**src/rtl/coin_pulse_front_end.sv**
```systemverilog
// Front end for the vending FSM: synchronises and debounces the nickel/dime
// chute sensors, then arbitrates them into one-cycle N / D / reject pulses.
module coin_pulse_front_end #(
  parameter int DB_LEN     = 4,
  parameter int DB_W       = 3,
  parameter int GAP_CYCLES = 2
) (
  input  logic clk,
  input  logic reset,
  input  logic nickel_raw,
  input  logic dime_raw,
  input  logic inhibit,
  output logic N,
  output logic D,
  output logic reject,
  output logic busy
);

  typedef enum logic [1:0] {
    IDLE  = 2'd0,
    PULSE = 2'd1,
    GAP   = 2'd2
  } arbState_e;

  localparam logic [DB_W-1:0] DbLast  = DB_W'(DB_LEN - 1);
  localparam logic [3:0]      GapLoad = 4'(GAP_CYCLES);

  // Channel index 0 is the nickel sensor, index 1 the dime sensor.
  logic [1:0]           sync1_q, sync2_q;
  logic [1:0]           dbLvl_q, dbLvl_d;
  logic [1:0]           dbPrev_q;
  logic [1:0][DB_W-1:0] dbCnt_q, dbCnt_d;
  logic [1:0]           coinEv;

  arbState_e state_q, state_d;
  logic [3:0] gapCnt_q, gapCnt_d;
  logic       nPulse_q, nPulse_d;
  logic       dPulse_q, dPulse_d;
  logic       rejPulse_q, rejPulse_d;

  always_ff @(posedge clk or posedge reset) begin
    if (reset) begin
      sync1_q  <= '0;
      sync2_q  <= '0;
      dbLvl_q  <= '0;
      dbPrev_q <= '0;
      dbCnt_q  <= '0;
    end else begin
      sync1_q  <= {dime_raw, nickel_raw};
      sync2_q  <= sync1_q;
      dbLvl_q  <= dbLvl_d;
      dbPrev_q <= dbLvl_q;
      dbCnt_q  <= dbCnt_d;
    end
  end

  // A level change is accepted only after DB_LEN consecutive disagreeing samples.
  always_comb begin
    dbLvl_d = dbLvl_q;
    dbCnt_d = dbCnt_q;
    for (int ch = 0; ch < 2; ch++) begin
      if (sync2_q[ch] == dbLvl_q[ch]) begin
        dbCnt_d[ch] = '0;
      end else if (dbCnt_q[ch] == DbLast) begin
        dbLvl_d[ch] = ~dbLvl_q[ch];
        dbCnt_d[ch] = '0;
      end else begin
        dbCnt_d[ch] = dbCnt_q[ch] + DB_W'(1);
      end
    end
  end

  assign coinEv = dbLvl_q & ~dbPrev_q;

  always_ff @(posedge clk or posedge reset) begin
    if (reset) begin
      state_q    <= IDLE;
      gapCnt_q   <= '0;
      nPulse_q   <= 1'b0;
      dPulse_q   <= 1'b0;
      rejPulse_q <= 1'b0;
    end else begin
      state_q    <= state_d;
      gapCnt_q   <= gapCnt_d;
      nPulse_q   <= nPulse_d;
      dPulse_q   <= dPulse_d;
      rejPulse_q <= rejPulse_d;
    end
  end

  // Any coin that arrives while a previous one is still being spaced out is returned.
  always_comb begin
    state_d    = state_q;
    gapCnt_d   = gapCnt_q;
    nPulse_d   = 1'b0;
    dPulse_d   = 1'b0;
    rejPulse_d = 1'b0;
    case (state_q)
      IDLE: begin
        if (coinEv == 2'b11) begin
          rejPulse_d = 1'b1;
        end else if (coinEv != 2'b00) begin
          if (inhibit) begin
            rejPulse_d = 1'b1;
          end else begin
            nPulse_d = coinEv[0];
            dPulse_d = coinEv[1];
            state_d  = PULSE;
          end
        end
      end
      PULSE: begin
        rejPulse_d = |coinEv;
        state_d    = GAP;
        gapCnt_d   = GapLoad;
      end
      GAP: begin
        rejPulse_d = |coinEv;
        if (gapCnt_q == 4'd1) begin
          state_d = IDLE;
        end else begin
          gapCnt_d = gapCnt_q - 4'd1;
        end
      end
      default: begin
        state_d = IDLE;
      end
    endcase
  end

  assign N      = nPulse_q;
  assign D      = dPulse_q;
  assign reject = rejPulse_q;
  assign busy   = (state_q != IDLE);

endmodule

```
**config.mk**
```make
export PLATFORM = sky130hd
export DESIGN_NAME = coin_pulse_front_end
export DESIGN_NICKNAME = d
export VERILOG_FILES = /design/src/rtl/coin_pulse_front_end.sv
export SDC_FILE = /design/constraint.sdc
export NUM_CORES = 1
export LEC_CHECK = 0
export CAP_MARGIN = 10
export CORE_ASPECT_RATIO = 0.7
export CORE_UTILIZATION = 38
export CTS_BUF_LIST = sky130_fd_sc_hd__clkbuf_16
export DETAILED_ROUTE_END_ITERATION = 8
export PLACE_DENSITY = 0.6
export SLEW_MARGIN = 20
export SYNTH_ARGS = -nofsm -noshare
export SYNTH_HDL_FRONTEND = slang
export SYNTH_SLANG_ARGS = --single-unit
```
**constraint.sdc**
```tcl
create_clock -name clk -period 1.4 [get_ports clk]
set_input_delay 0.28 -clock clk [delete_from_list [all_inputs] [get_ports clk]]
set_output_delay 0.28 -clock clk [all_outputs]
set_load 0.05 [all_outputs]
```
==> results of run 1 <==
==> cells in the mapped netlist <==
cell type  number  area (µm²)
dfrtp_1        23         576
ha_1            8         100
nand2_1         7        26.3
inv_1           6        22.5
nor3_1          4        20.0
nor3b_1         4        30.0
nand2b_1        3        18.8
nand3_1         3        15.0
a21oi_1         2        10.0
nor2_1          2        7.51
nor2b_1         2        12.5
o21ai_1         2        10.0
o21bai_1        2        15.0
xnor2_1         2        17.5
a211oi_1        1        7.51
a21oi_2         1        8.76
a311o_1         1        10.0
and3b_1         1        8.76
inv_2           1        3.75
mux2_1          1        11.3
mux2_2          1        11.3
nand2b_2        1        8.76
nand2b_4        1        13.8
nor3b_2         1        12.5
o211ai_1        1        7.51
o21ai_0         1        5.00
o22a_1          1        8.76
o31ai_1         1        7.51
xnor2_4         1        27.5
xor2_1          1        8.76
==> routing by layer <==
metal	wire length, µm	track usage	vias to the layer above
li1	-	-	340
met5	0	0	-
met4	20	0.0578	0
met1	810	0.176	323
met2	762	0.204	25
met3	130	0.0600	4
==> power groups by stage <==
stage          logic (mW)  registers, mW  clock network, mW
2_1_floorplan       0.796           1.09                  0
3_3_place_gp         1.34           1.02                  0
3_5_place_dp         1.39           1.03                  0
4_1_cts              1.46           1.04              0.633
5_1_grt              1.63           1.07              0.668
6_report             1.50           1.04              0.618
==> worst reg2reg max path, cell delays in order, from the launching register on <==
cell and delay, ps:
dfrtp_1 390, inv_2 80, ha_4 120, nor3b_4 250
o31ai_1 100, a311o_1 320
==> worst paths after layout <==
path	cells after the start	slack, ps	from	end
max reg2reg	5	20	gapCnt_q[1]	state_q[1]
max in group asynchronous	3	820	reset	dbCnt_q[5]
min reg2reg	0	350	sync1_q[1]	sync2_q[1]
min	0	350	sync1_q[1]	sync2_q[1]
max	4	0.6	state_q[1]	busy
min in group asynchronous	3	360	reset	dbCnt_q[2]
==> layout make-up <==
class / count / area [µm²]
repair buffers: 20 / 210
clock buffers: 3 / 75.1
flip-flops and latches: 23 / 576
clock inverters: 1 / 7.51
inverters: 7 / 26.3
well taps: 34 / 42.5
fillers: 211 / 1110
multi-input cells: 56 / 482
==> kinds of logic after synthesis <==
kind of cell / after synthesis / synth area share
simple gates: 29 / 0.167
flops: 23 / 0.552
compound gates: 13 / 0.0864
fa+ha+maj: 8 / 0.0960
buf+inv: 7 / 0.0252
xor+xnor: 4 / 0.0516
mux: 2 / 0.0216
==> flip-flops by register name (all words and copies together), names as in the netlist <==
register and flops:
reject 1, gapCnt_q 4, dbCnt_q 6, D 1
sync2_q 2, N 1, dbPrev_q 2, sync1_q 2
dbLvl_q 2, state_q 2
==> cells in the final DEF (no fill, tap or decap), types with 3 or more instances in the layout <==
cell type	n
dfrtp_1	23
inv_2	5
clkbuf_16	3
clkdlybuf4s50_1	4
buf_4	12
nand2b_1	3
ha_1	5
nor3_1	3
nand3_1	3
nand2_1	7
nor3b_1	4
buf_12	4
==> repair_timing <==
item	4_1_cts	5_1_grt
hold buffers	0	0
setup endpoints to repair	3	5
resized for setup	9	3
pin swaps	3	1
setup buffers	0	1
==> stage by stage <==
step	setup slack, ps	total power [mW]	hold WS (ps)	instance area (µm²)
3_5_place_dp	-21.2	2.42	339	1290
2_1_floorplan	0.388	1.88	282	1040
3_3_place_gp	8.72	2.37	333	1290
4_1_cts	-9.80	3.13	353	1400
5_1_grt	-59.4	3.37	364	1420
6_report	0.629	3.16	352	1420
==> results.txt, run 1 <==
Status: finished clean
Total track usage: 0.137
Crit-path cells: inv_2 -> ha_4 -> inv_2 -> buf_12
First-pass GRT wire length: 2900 µm
N_diodes: 0
Period Utilization, post-route: 1.00
Initial core utilization: 0.411
CP max stage cell: dfrtp_1
Routability cong.: 0.720
Core area: 0.00253 mm²
Largest net degree at the start of global routing: 24
WP buf/inv: 3
Pwr Density: 2230 mW/mm²
YS warnings: 0
Clk buf depth: 2
Layout cells sized above 1: 0.327
Syn nets: 99
Final ANT Viol Nets: 0
Static Leak: 0.643 nW
Layout area overhead: 36.1%
Global route total overflow: 0
Clock power frac: 0.195
Sink Count: 23
Fin. max-slew vios: 0
Distinct cells, synth: 30
H-tree Lvls: 1
Net Sw Frac: 0.359
Initial antenna violation count: 0
Count of input and output buffers: 8
Seq cells post-synth: 23
Comb pwr share: 0.474
Hold Crit Class: flip-flop to flip-flop
Net Sw Power: 1.13 mW
Critical path class: flip-flop to output pin
Slew headroom: 0.809
CP delay by family, top: flip-flops
Avg WL per Cell: 12.0 µm
Critical Path Source Type: flip-flop
Setup TNS: 0 ps
Via count: 692
Placed Cells: 139
Most frequent CP cell: inv_2
TritonCTS Buffers: 3
Post-Route WL: 1720 µm
Seq/Total Area, Yosys: 0.552
CTS root buf: clkbuf_16
Vias in the first global route: 647
CP Capture Type: output pin
Die W: 64.6 µm
Syn avg cell area: 12.1 µm²
Final min period: 1400 ps
Num ports: 9
Slew @ Worst Pin: 286 ps
Crit path required time: 1120 ps
Worst skew pair latency: 250 ps
Synthesized cell area: 0.00104 mm²
CP Max Fanout: 5
Detailed placement HPWL: 1270 µm
Internal: 2.03 mW
Layout Utilization: 0.560
Clock transition at path regs: 60 ps
Clock skew: 1.11 ps
Post-route insts no fill: 144
Max Clock Freq: 715 MHz
CP peak stage delay: 420 ps
CTS tree: yes
Worst Path Arrival: 1120 ps
DR DRC count: 0
Row count: 15
Final setup violation count: 0
Number of hold violations in the final report: 0
Gate Count Post-Synth: 86
1st-iter DRT viols: 44
RSZ-0062 raised after global routing: true
Seq pwr share: 0.330
Peak supply drop: 1060 µV
Final nets: 124
Die height: 45.8 µm
Die Area: 0.00296 mm²
Post-DR vias/cell: 4.81
Drt first pass iters: 4
Max cap viols: 0
Power figures use the tool's default switching activity.
==> run 2: changes to the inputs <==
- CORE_UTILIZATION: 38 -> 49
- PLACE_DENSITY: 0.6 -> 0.74
- SLEW_MARGIN: 20 -> 0
==> run 2 against run 1 <==
The run now ends with DRC, setup timing left. Non-clock buffer count is 2 lower. Fmax shrank 2.3%. Clock-buffer cell count did not move. Power grew 2.0%. Via count down 0.72%. Sequential share of layout area down 0.055 points. Sequential cell count unchanged. Wire length increased by 11%. First-iteration DRC count shrank 39%. Worst hold slack lost 4.1 ps. Critical endpoint is now state_q[1]. Largest cell class unchanged. Highest routed layer unchanged.
==> results.txt, run 2 (synthesized netlist as in run 1, its figures left out) <==
Internal: 2.03 mW
Sink Count: 23
Number of hold violations in the final report: 0
Biggest register: dbCnt_q
Hold slack final: 348 ps
Slew @ Worst Pin: 303 ps
CTS tree: yes
Failing checks: DRC, setup timing
DR DRC count: 4
Initial core utilization: 0.538
Worst skew pair latency: 250 ps
Largest net degree at the start of global routing: 24
Die W: 57.1 µm
CP Max Fanout: 5
Net Sw Power: 1.19 mW
TritonCTS Buffers: 3
Global route total overflow: 0
Final min period: 1430 ps
Status: complete, but fails checks
Layout Utilization: 0.736
Count of input and output buffers: 8
Seq pwr share: 0.331
Static Leak: 0.655 nW
Final nets: 122
Worst Path Arrival: 1560 ps
Total track usage: 0.186
Crit path required time: 1530 ps
Die Area: 0.00232 mm²
Initial antenna violation count: 0
CTS root buf: clkbuf_16
Slew headroom: 0.798
Clock power frac: 0.184
Period Utilization, post-route: 1.02
Most common cell after layout, fill and taps aside: dfrtp_1
Detailed placement HPWL: 1280 µm
Hold Crit Class: flip-flop to flip-flop
First-pass GRT wire length: 2980 µm
Layout cells sized above 1: 0.343
Vias in the first global route: 664
CP Capture Type: flip-flop
Most frequent cells in the layout: 22 x dfrtp_1, 9 x buf_4, 6 x nand2_1
Comb pwr share: 0.485
Clock skew: 3.92 ps
Pwr Density: 2260 mW/mm²
Final worst slack: -31.9 ps
Fill count: 117
Routability cong.: 0.740
Max reg flops: 6
RSZ-0062 raised after global routing: true
Post-route insts no fill: 130
Post-DR vias/cell: 5.28
Top flop regs: dbCnt_q: 6 flops, gapCnt_q: 4 flops
Final setup violation count: 2
Peak supply drop: 1080 µV
Die height: 40.6 µm
Via count: 687
Num ports: 9
N_diodes: 0
Critical Path Source Type: flip-flop
Core area: 0.00194 mm²
Critical path class: flip-flop to flip-flop
Fin. max-slew vios: 0
Layout area overhead: 36.6%
1st-iter DRT viols: 27
Final ANT Viol Nets: 0
CTS hold repair buffers: 0
Placed Cells: 125
Setup TNS: -62.8 ps
Clk buf depth: 2
Row count: 13
Post-Route WL: 1920 µm
Drt first pass iters: 6
Worst slack at placement: -34.9 ps
H-tree Lvls: 1
Clock transition at path regs: 60 ps
Max Clock Freq: 698 MHz
Avg WL per Cell: 14.7 µm
Max cap viols: 0
Net Sw Frac: 0.370
==> run 2: cell type report <==
class | count | area (µm²) | share of cell area
clock inverters | 1 | 3.75 | 0.00264
flip-flops and latches | 23 | 577 | 0.405
inverters | 7 | 28.8 | 0.0202
multi-input cells | 56 | 513 | 0.360
well taps | 22 | 27.5 | 0.0193
repair buffers | 18 | 199 | 0.140
clock buffers | 3 | 75.1 | 0.0527
==> run 2: worst paths after layout <==
check	start	to	slack (ps)	cells after the start
worst max register to register	state_q[1]	state_q[1]	-30	6
worst min-delay path	sync1_q[1]	sync2_q[1]	350	0
min in group asynchronous	reset	gapCnt_q[1]	370	3
worst min register to register	sync1_q[1]	sync2_q[1]	350	0
worst max-delay path	state_q[1]	state_q[1]	-30	6
max in group asynchronous	reset	state_q[1]	780	3
==> run 2: critical path, stage by stage, from the launching register on <==
cell and delay, ps:
dfrtp_2 440, inv_2 70, buf_4 140, ha_1 190
o211ai_1 110, a21oi_2 40, a311o_1 320
==> run 2: metal layers <==
metal	track usage	share of wire	wire length, µm	vias up
li1	-	-	-	338
met1	0.233	0.47	902	328
met2	0.300	0.47	897	19
met3	0.0677	0.054	103	2
met4	0.0732	0.0063	12	0
met5	0	0	0	-
==> run 2: through the flow <==
stage | instance area [µm²] | total power, mW
after floorplan | 1040 | 1.88
final | 1420 | 3.22
after detailed placement | 1260 | 2.39
after CTS | 1370 | 3.11
after global routing | 1420 | 3.42
after global placement | 1260 | 2.32
==> run 2: power groups by stage <==
stage                     Combinational (mW)  Sequential (mW)  Clock [mW]
after floorplan                        0.796             1.09           0
after global placement                  1.29             1.03           0
after detailed placement                1.34             1.05           0
after CTS                               1.44             1.05       0.612
after global routing                    1.69             1.09       0.638
final                                   1.56             1.07       0.592
==> run 2: repair_timing <==
item / in CTS / in global routing
gates resized for setup: 9 / 12
pin swaps: 3 / 6
setup buffers: 1 / 0
setup endpoints to repair: 3 / 4
==> run 3: changes to the inputs <==
- ABC_AREA: unset -> 0
==> results of run 3 <==
Same layout as run 2: the final DEF is identical, and so are final timing and power.
